[src/rtl/grid_clb_param.sv]
// grid_clb_param
// Parametrised configurable logic block tile. It holds NUM_OUTPUTS basic
// logic elements (BLEs). Each BLE has a LUT_K-input LUT, one select mux per
// LUT input and an optional output flip-flop. All BLEs are programmed through
// one serial configuration chain. The chain passes from tile to tile through
// ccff_head and ccff_tail.
//
// Ports
//   clk          single clock; all state changes on its rising edge
//   reset        synchronous, active-high; clears config, counter and FFs
//   prog_en      shift one configuration bit per cycle while high
//   prog_restart clears the bit counter and cfg_done; config bits untouched
//   ccff_head    serial configuration data in
//   ce           clock enable for the user flip-flops
//   clb_I        tile input pins
//   clb_O        BLE outputs, forced to 0 until configuration is complete
//   ccff_tail    serial configuration data out (top bit of the chain)
//   cfg_done     high once exactly CFG_BITS bits are loaded and prog_en is low
module grid_clb_param #(
  parameter int NUM_INPUTS  = 10,
  parameter int NUM_OUTPUTS = 4,
  parameter int LUT_K       = 4
) (
  input  logic                   clk,
  input  logic                   reset,
  input  logic                   prog_en,
  input  logic                   prog_restart,
  input  logic                   ccff_head,
  input  logic                   ce,
  input  logic [NUM_INPUTS-1:0]  clb_I,
  output logic [NUM_OUTPUTS-1:0] clb_O,
  output logic                   ccff_tail,
  output logic                   cfg_done
);

  localparam int SRC_W      = NUM_INPUTS + NUM_OUTPUTS;
  localparam int SEL_W      = $clog2(SRC_W);
  localparam int TABLE_BITS = 2 ** LUT_K;
  localparam int BLE_BITS   = TABLE_BITS + LUT_K * SEL_W + 1;
  localparam int CFG_BITS   = NUM_OUTPUTS * BLE_BITS;
  localparam int CNT_W      = $clog2(CFG_BITS + 1);

  logic [CFG_BITS-1:0]    cfg;
  logic [CNT_W-1:0]       count_q;
  logic [NUM_OUTPUTS-1:0] ff_q;
  logic [NUM_OUTPUTS-1:0] lut_out;

  // Evaluate one BLE from its configuration slice.
  // The source vector is {ff_q, clb_I}. Feedback therefore always comes from
  // registers, so no combinational loop can form. A select value past the end
  // of the source vector reads as constant 0.
  function automatic logic ble_eval(input logic [BLE_BITS-1:0] slice,
                                    input logic [SRC_W-1:0]    src);
    logic [LUT_K-1:0]      idx;
    logic [SEL_W-1:0]      sel;
    logic [TABLE_BITS-1:0] table_bits;
    idx        = '0;
    table_bits = slice[TABLE_BITS-1:0];
    for (int i = 0; i < LUT_K; i++) begin
      sel = slice[TABLE_BITS + i*SEL_W +: SEL_W];
      if (int'(sel) < SRC_W) idx[i] = src[sel];
    end
    return table_bits[idx];
  endfunction

  // Configuration shift register.
  // A new bit enters at the bottom. The top bit is the serial output to the
  // next tile. Bits shifted beyond the chain length are lost.
  always_ff @(posedge clk) begin
    if (reset)
      cfg <= '0;
    else if (prog_en)
      cfg <= {cfg[CFG_BITS-2:0], ccff_head};
  end

  // Bit counter.
  // It saturates at the chain length. A restart wins over a simultaneous
  // shift: the bit still shifts in, but the count starts again from zero.
  always_ff @(posedge clk) begin
    if (reset)
      count_q <= '0;
    else if (prog_restart)
      count_q <= '0;
    else if (prog_en && (count_q != CNT_W'(CFG_BITS)))
      count_q <= count_q + 1'b1;
  end

  assign cfg_done  = (count_q == CNT_W'(CFG_BITS)) && !prog_en;
  assign ccff_tail = cfg[CFG_BITS-1];

  // LUT outputs for every BLE.
  // These are evaluated all the time. Gating by cfg_done happens at the
  // flip-flops and at the output pins.
  always_comb begin
    lut_out = '0;
    for (int j = 0; j < NUM_OUTPUTS; j++)
      lut_out[j] = ble_eval(cfg[j*BLE_BITS +: BLE_BITS], {ff_q, clb_I});
  end

  // User flip-flops.
  // They capture only when the tile is fully configured. During partial
  // programming and reprogramming they keep their old values.
  always_ff @(posedge clk) begin
    if (reset)
      ff_q <= '0;
    else if (ce && cfg_done)
      ff_q <= lut_out;
  end

  // Output pins.
  // The top bit of each BLE slice, reg_mode, picks the registered or the
  // combinational output. Everything reads 0 until configuration is done.
  always_comb begin
    clb_O = '0;
    for (int j = 0; j < NUM_OUTPUTS; j++)
      if (cfg_done)
        clb_O[j] = cfg[j*BLE_BITS + BLE_BITS - 1] ? ff_q[j] : lut_out[j];
  end

endmodule

[config.mk]
export PLATFORM = sky130hd
export DESIGN_NAME = grid_clb_param
export DESIGN_NICKNAME = d
export VERILOG_FILES = /design/src/rtl/grid_clb_param.sv
export SDC_FILE = /design/constraint.sdc
export NUM_CORES = 1
export LEC_CHECK = 0
export CAP_MARGIN = 20
export CORE_MARGIN = 3
export CORE_UTILIZATION = 40
export CTS_BUF_LIST = sky130_fd_sc_hd__clkbuf_4
export DETAILED_ROUTE_END_ITERATION = 6
export DONT_BUFFER_PORTS = 1
export PLACE_DENSITY = 0.53
export SETUP_SLACK_MARGIN = 0.5
export SLEW_MARGIN = 25
export SYNTH_ARGS = -nofsm -noshare
export SYNTH_HDL_FRONTEND = slang
export SYNTH_SLANG_ARGS = --single-unit
[constraint.sdc]
create_clock -name clk -period 3.05 [get_ports clk]
set_input_delay 0.4575 -clock clk [delete_from_list [all_inputs] [get_ports clk]]
set_output_delay 0.4575 -clock clk [all_outputs]
set_load 0.05 [all_outputs]
==> results.sh <==
export IMPL_cap_viol_max_count=0
export IMPL_end_kind="output port"
export IMPL_worstSetupPathType="register to output port"
export IMPL_die_area_sq_um=22200
export IMPL_period_minus_slack_ns=3.49
export IMPL_ff_latch_area_sq_um=2930
export IMPL_die_y_um=149
export IMPL_initial_core_util=0.413
export IMPL_rsz0062_at_grt="true"
export IMPL_dr_pass1_iters=5
export IMPL_fin_nets=860
export IMPL_finalHoldViolations=0
export IMPL_internal_power_w=0.00246
export IMPL_syn_cell_area_sq_um=8170
export IMPL_setup_viol=5
export IMPL_synth_xor_area_frac=0.00643
export IMPL_synthArstFlopShare=0
export IMPL_violations="setup timing"
export IMPL_drt_iter0_drc=374
export IMPL_vias=6335
export IMPL_gp_congestion=0.808
export IMPL_setup_tns_final_ns=-1.74
export IMPL_fin_ws_ns=-0.443
export IMPL_r2r_start="ff_q[1]"
export IMPL_whs_ns=0.0500
export IMPL_cp_required_ns=2.59
export IMPL_place_ws_ns=-0.0761
export IMPL_antenna_found_initial=1
export IMPL_synth_distinct_cells=64
export IMPL_layout_commonest_cell="mux2i_1"
export IMPL_grt_ovfl_total=0
export IMPL_fin_skew_ns=0.0176
export IMPL_cp_startpoint="cfg[55]"
export IMPL_cts_tree="built"
export IMPL_hold_start="ccff_head"
export IMPL_clk_latency_ns=0.56
export IMPL_clockRootBuffer="clkbuf_4"
export IMPL_synth_top_family_by_area="multiplexers"
export IMPL_synth_fp_nets=830
export IMPL_area_growth_pct=17.0
export IMPL_clkSlewWorstSetupHoldPaths_ns=0.13
export IMPL_drc=0
export IMPL_clockBufferDepth=2
export IMPL_cts_buffers=17
export IMPL_synthMuxAreaShare=0.371
export IMPL_fin_crit_sh=1.15
export IMPL_finish_instance_area_sq_um=9560
export IMPL_io_pins=22
export IMPL_die_w_um=149
export IMPL_hpwl_um=12100
export IMPL_syn_inst=812
export IMPL_seqPwrFrac=0.567
export IMPL_final_max_slew_viol_count=0
export IMPL_met2WireLength_um=9810
export IMPL_ys_flop_type="dfxtp_1"
export IMPL_critical_path_arrival_ns=3.04
export IMPL_fp_row_count=51
export IMPL_drt_total_wl_um=20300
export IMPL_p_leak_nw=3.64
export IMPL_swShare=0.257
export IMPL_syn_area_per_cell_sq_um=10.1
export IMPL_combPwrFrac=0.085
export IMPL_grt_use_total=0.185
export IMPL_ir_drop_uv=203
export IMPL_multiInputGateArea_sq_um=5170
export IMPL_ys_ff_latch=144
export IMPL_clkPwrFrac=0.349
export IMPL_p_per_area_nw_per_um2=346
export IMPL_cts_max_level=4
export IMPL_synth_compound_gate_area_share=0.0882
export IMPL_dpl_cell_area_sq_um=8650
export IMPL_fp_coreArea_sq_um=19800
export IMPL_status="finished, violations left"
export IMPL_drt_antenna_violating_nets=0
export IMPL_synthSimpleGateAreaFrac=0.129
export IMPL_wirelength_met1_um=9370
export IMPL_wl_per_cell_um=18.1
export IMPL_drive_above_1_share=0.263
export IMPL_viasPerCell=5.65
export IMPL_synth_edf_count=0
export IMPL_max_freq_mhz=286
export IMPL_max_slew_worst_pin_slew_ns=0.570
export IMPL_start_kind="register"
export IMPL_yosysWarnings=0
export IMPL_highest_layer="met4"
export IMPL_power_switching_w=0.000851
export IMPL_maxSlewHeadroom=0.620
export IMPL_portBuffers=0
export IMPL_min_path_type="primary input to register"
export IMPL_num_fill_cells=1828
export IMPL_cp_max_fo=8
export IMPL_final_cell_mix="179 x mux2i_1, 162 x nor2_1, 126 x dfxtp_1"
export IMPL_yosysSeqAreaShare=0.353
export IMPL_finalPower_w=0.00331
export IMPL_grt_pass1_vias=6141
export IMPL_grt_max_degree=137
export IMPL_grt_pass1_wl_um=32900
export IMPL_wl_met3_um=936
export IMPL_synth_fa_ha_area_frac=0.00306
export IMPL_cts_sinks=144
flip-flops by register name (all words and copies together) (netlist names):
| signal | cells |
|---|---|
| count_q | 8 |
| cfg | 132 |
| ff_q | 4 |
logic make-up (layout without fill, tap and decap cells):
logic type / count (synthesis) / count (layout)
AO/OA/AOI/OAI: 91 / 92
other: 0 / 2
buffers and inverters: 89 / 131
flip-flops: 144 / 144
AND/OR/NAND/NOR: 237 / 237
adder cells (fa/ha/maj): 2 / 2
XOR/XNOR: 6 / 6
multiplexers: 243 / 243
stage by stage:
stage          cells  utilization
6_report        1122        0.483
5_1_grt         1122        0.483
4_1_cts         1116        0.478
3_5_place_dp    1046        0.437
3_3_place_gp    1046        0.437
2_1_floorplan    812            -
path summary, 6_finish.rpt:
check	to	cells after the start	slack (ns)
min	cfg[0]	2	0.05
max reg2reg	ff_q[0]	17	-0.17
max	clb_O[1]	8	-0.44
min reg2reg	cfg[10]	2	0.54
cell type report:
cell class / instances / share of cell area
clock buffer: 19 / 0.0149
clock inverter: 13 / 0.0119
timing repair buffer: 83 / 0.0853
inverter: 16 / 0.00628
antenna: 2 / 0.000523
sequential: 144 / 0.306
multi-input combinational: 580 / 0.540
tap: 265 / 0.0347
synthesized netlist by cell type (3+ instances only):
master    count  area, sq um
nor2_1      163          612
a311oi_1      4         35.0
xor2_1        4         35.0
nand2_1      16         60.1
nand2b_1     13         81.3
inv_1        16         60.1
nand3b_1      6         45.0
nand4_1       4         25.0
buf_4         3         22.5
o21ai_0      12         60.1
a22oi_1       5         37.5
mux2i_1     182         1820
a31oi_1       9         56.3
a22o_1        3         26.3
a21boi_0      4         30.0
buf_1        12         45.0
o22a_1        4         35.0
clkbuf_1     45          169
mux4_2       41          923
a211oi_1      4         30.0
mux2_2       15          169
nor2b_1      10         62.6
buf_2         5         25.0
o211ai_1     14          105
a211o_1       3         26.3
clkbuf_8      3         41.3
mux4_1        4          105
dfxtp_1     144         2880
a21oi_1       7         35.0
nand3_1       9         45.0
metal layers:
metal	vias up	GRT usage
li1	3012	-
met1	3162	0.247
met2	140	0.306
met3	21	0.0374
met4	0	0.0513
met5	-	0
repair_timing:
| item | in CTS | in global routing |
|---|---|---|
| resized for setup | 54 | 21 |
| pin swaps | 16 | 15 |
| hold buffers | 16 | 0 |
| endpoints found under the setup margin | 9 | 9 |
| buffers inserted | 21 | 4 |
| hold endpoints to repair | 135 | 0 |
| cloned | 1 | 0 |
power by group through the flow:
stage | combinational (W) | sequential (W) | clock, W
2_1_floorplan | 0.000264 | 0.00193 | 0
3_3_place_gp | 0.000203 | 0.00193 | 0
3_5_place_dp | 0.000209 | 0.00193 | 0
4_1_cts | 0.000271 | 0.00188 | 0.00120
5_1_grt | 0.000298 | 0.00188 | 0.00128
6_report | 0.000280 | 0.00188 | 0.00115
worst max-delay path: stages (launching register included):
cell and delay [ns]:
dfxtp_1 0.54, mux4_2 0.35, a22o_1 0.26, a31oi_4 0.21, a311o_2 0.18, o221ai_2 0.10, or4b_4 0.52, a31oi_4 0.17
buf_12 0.16
No activity file was read; power rests on OpenSTA's default activity.
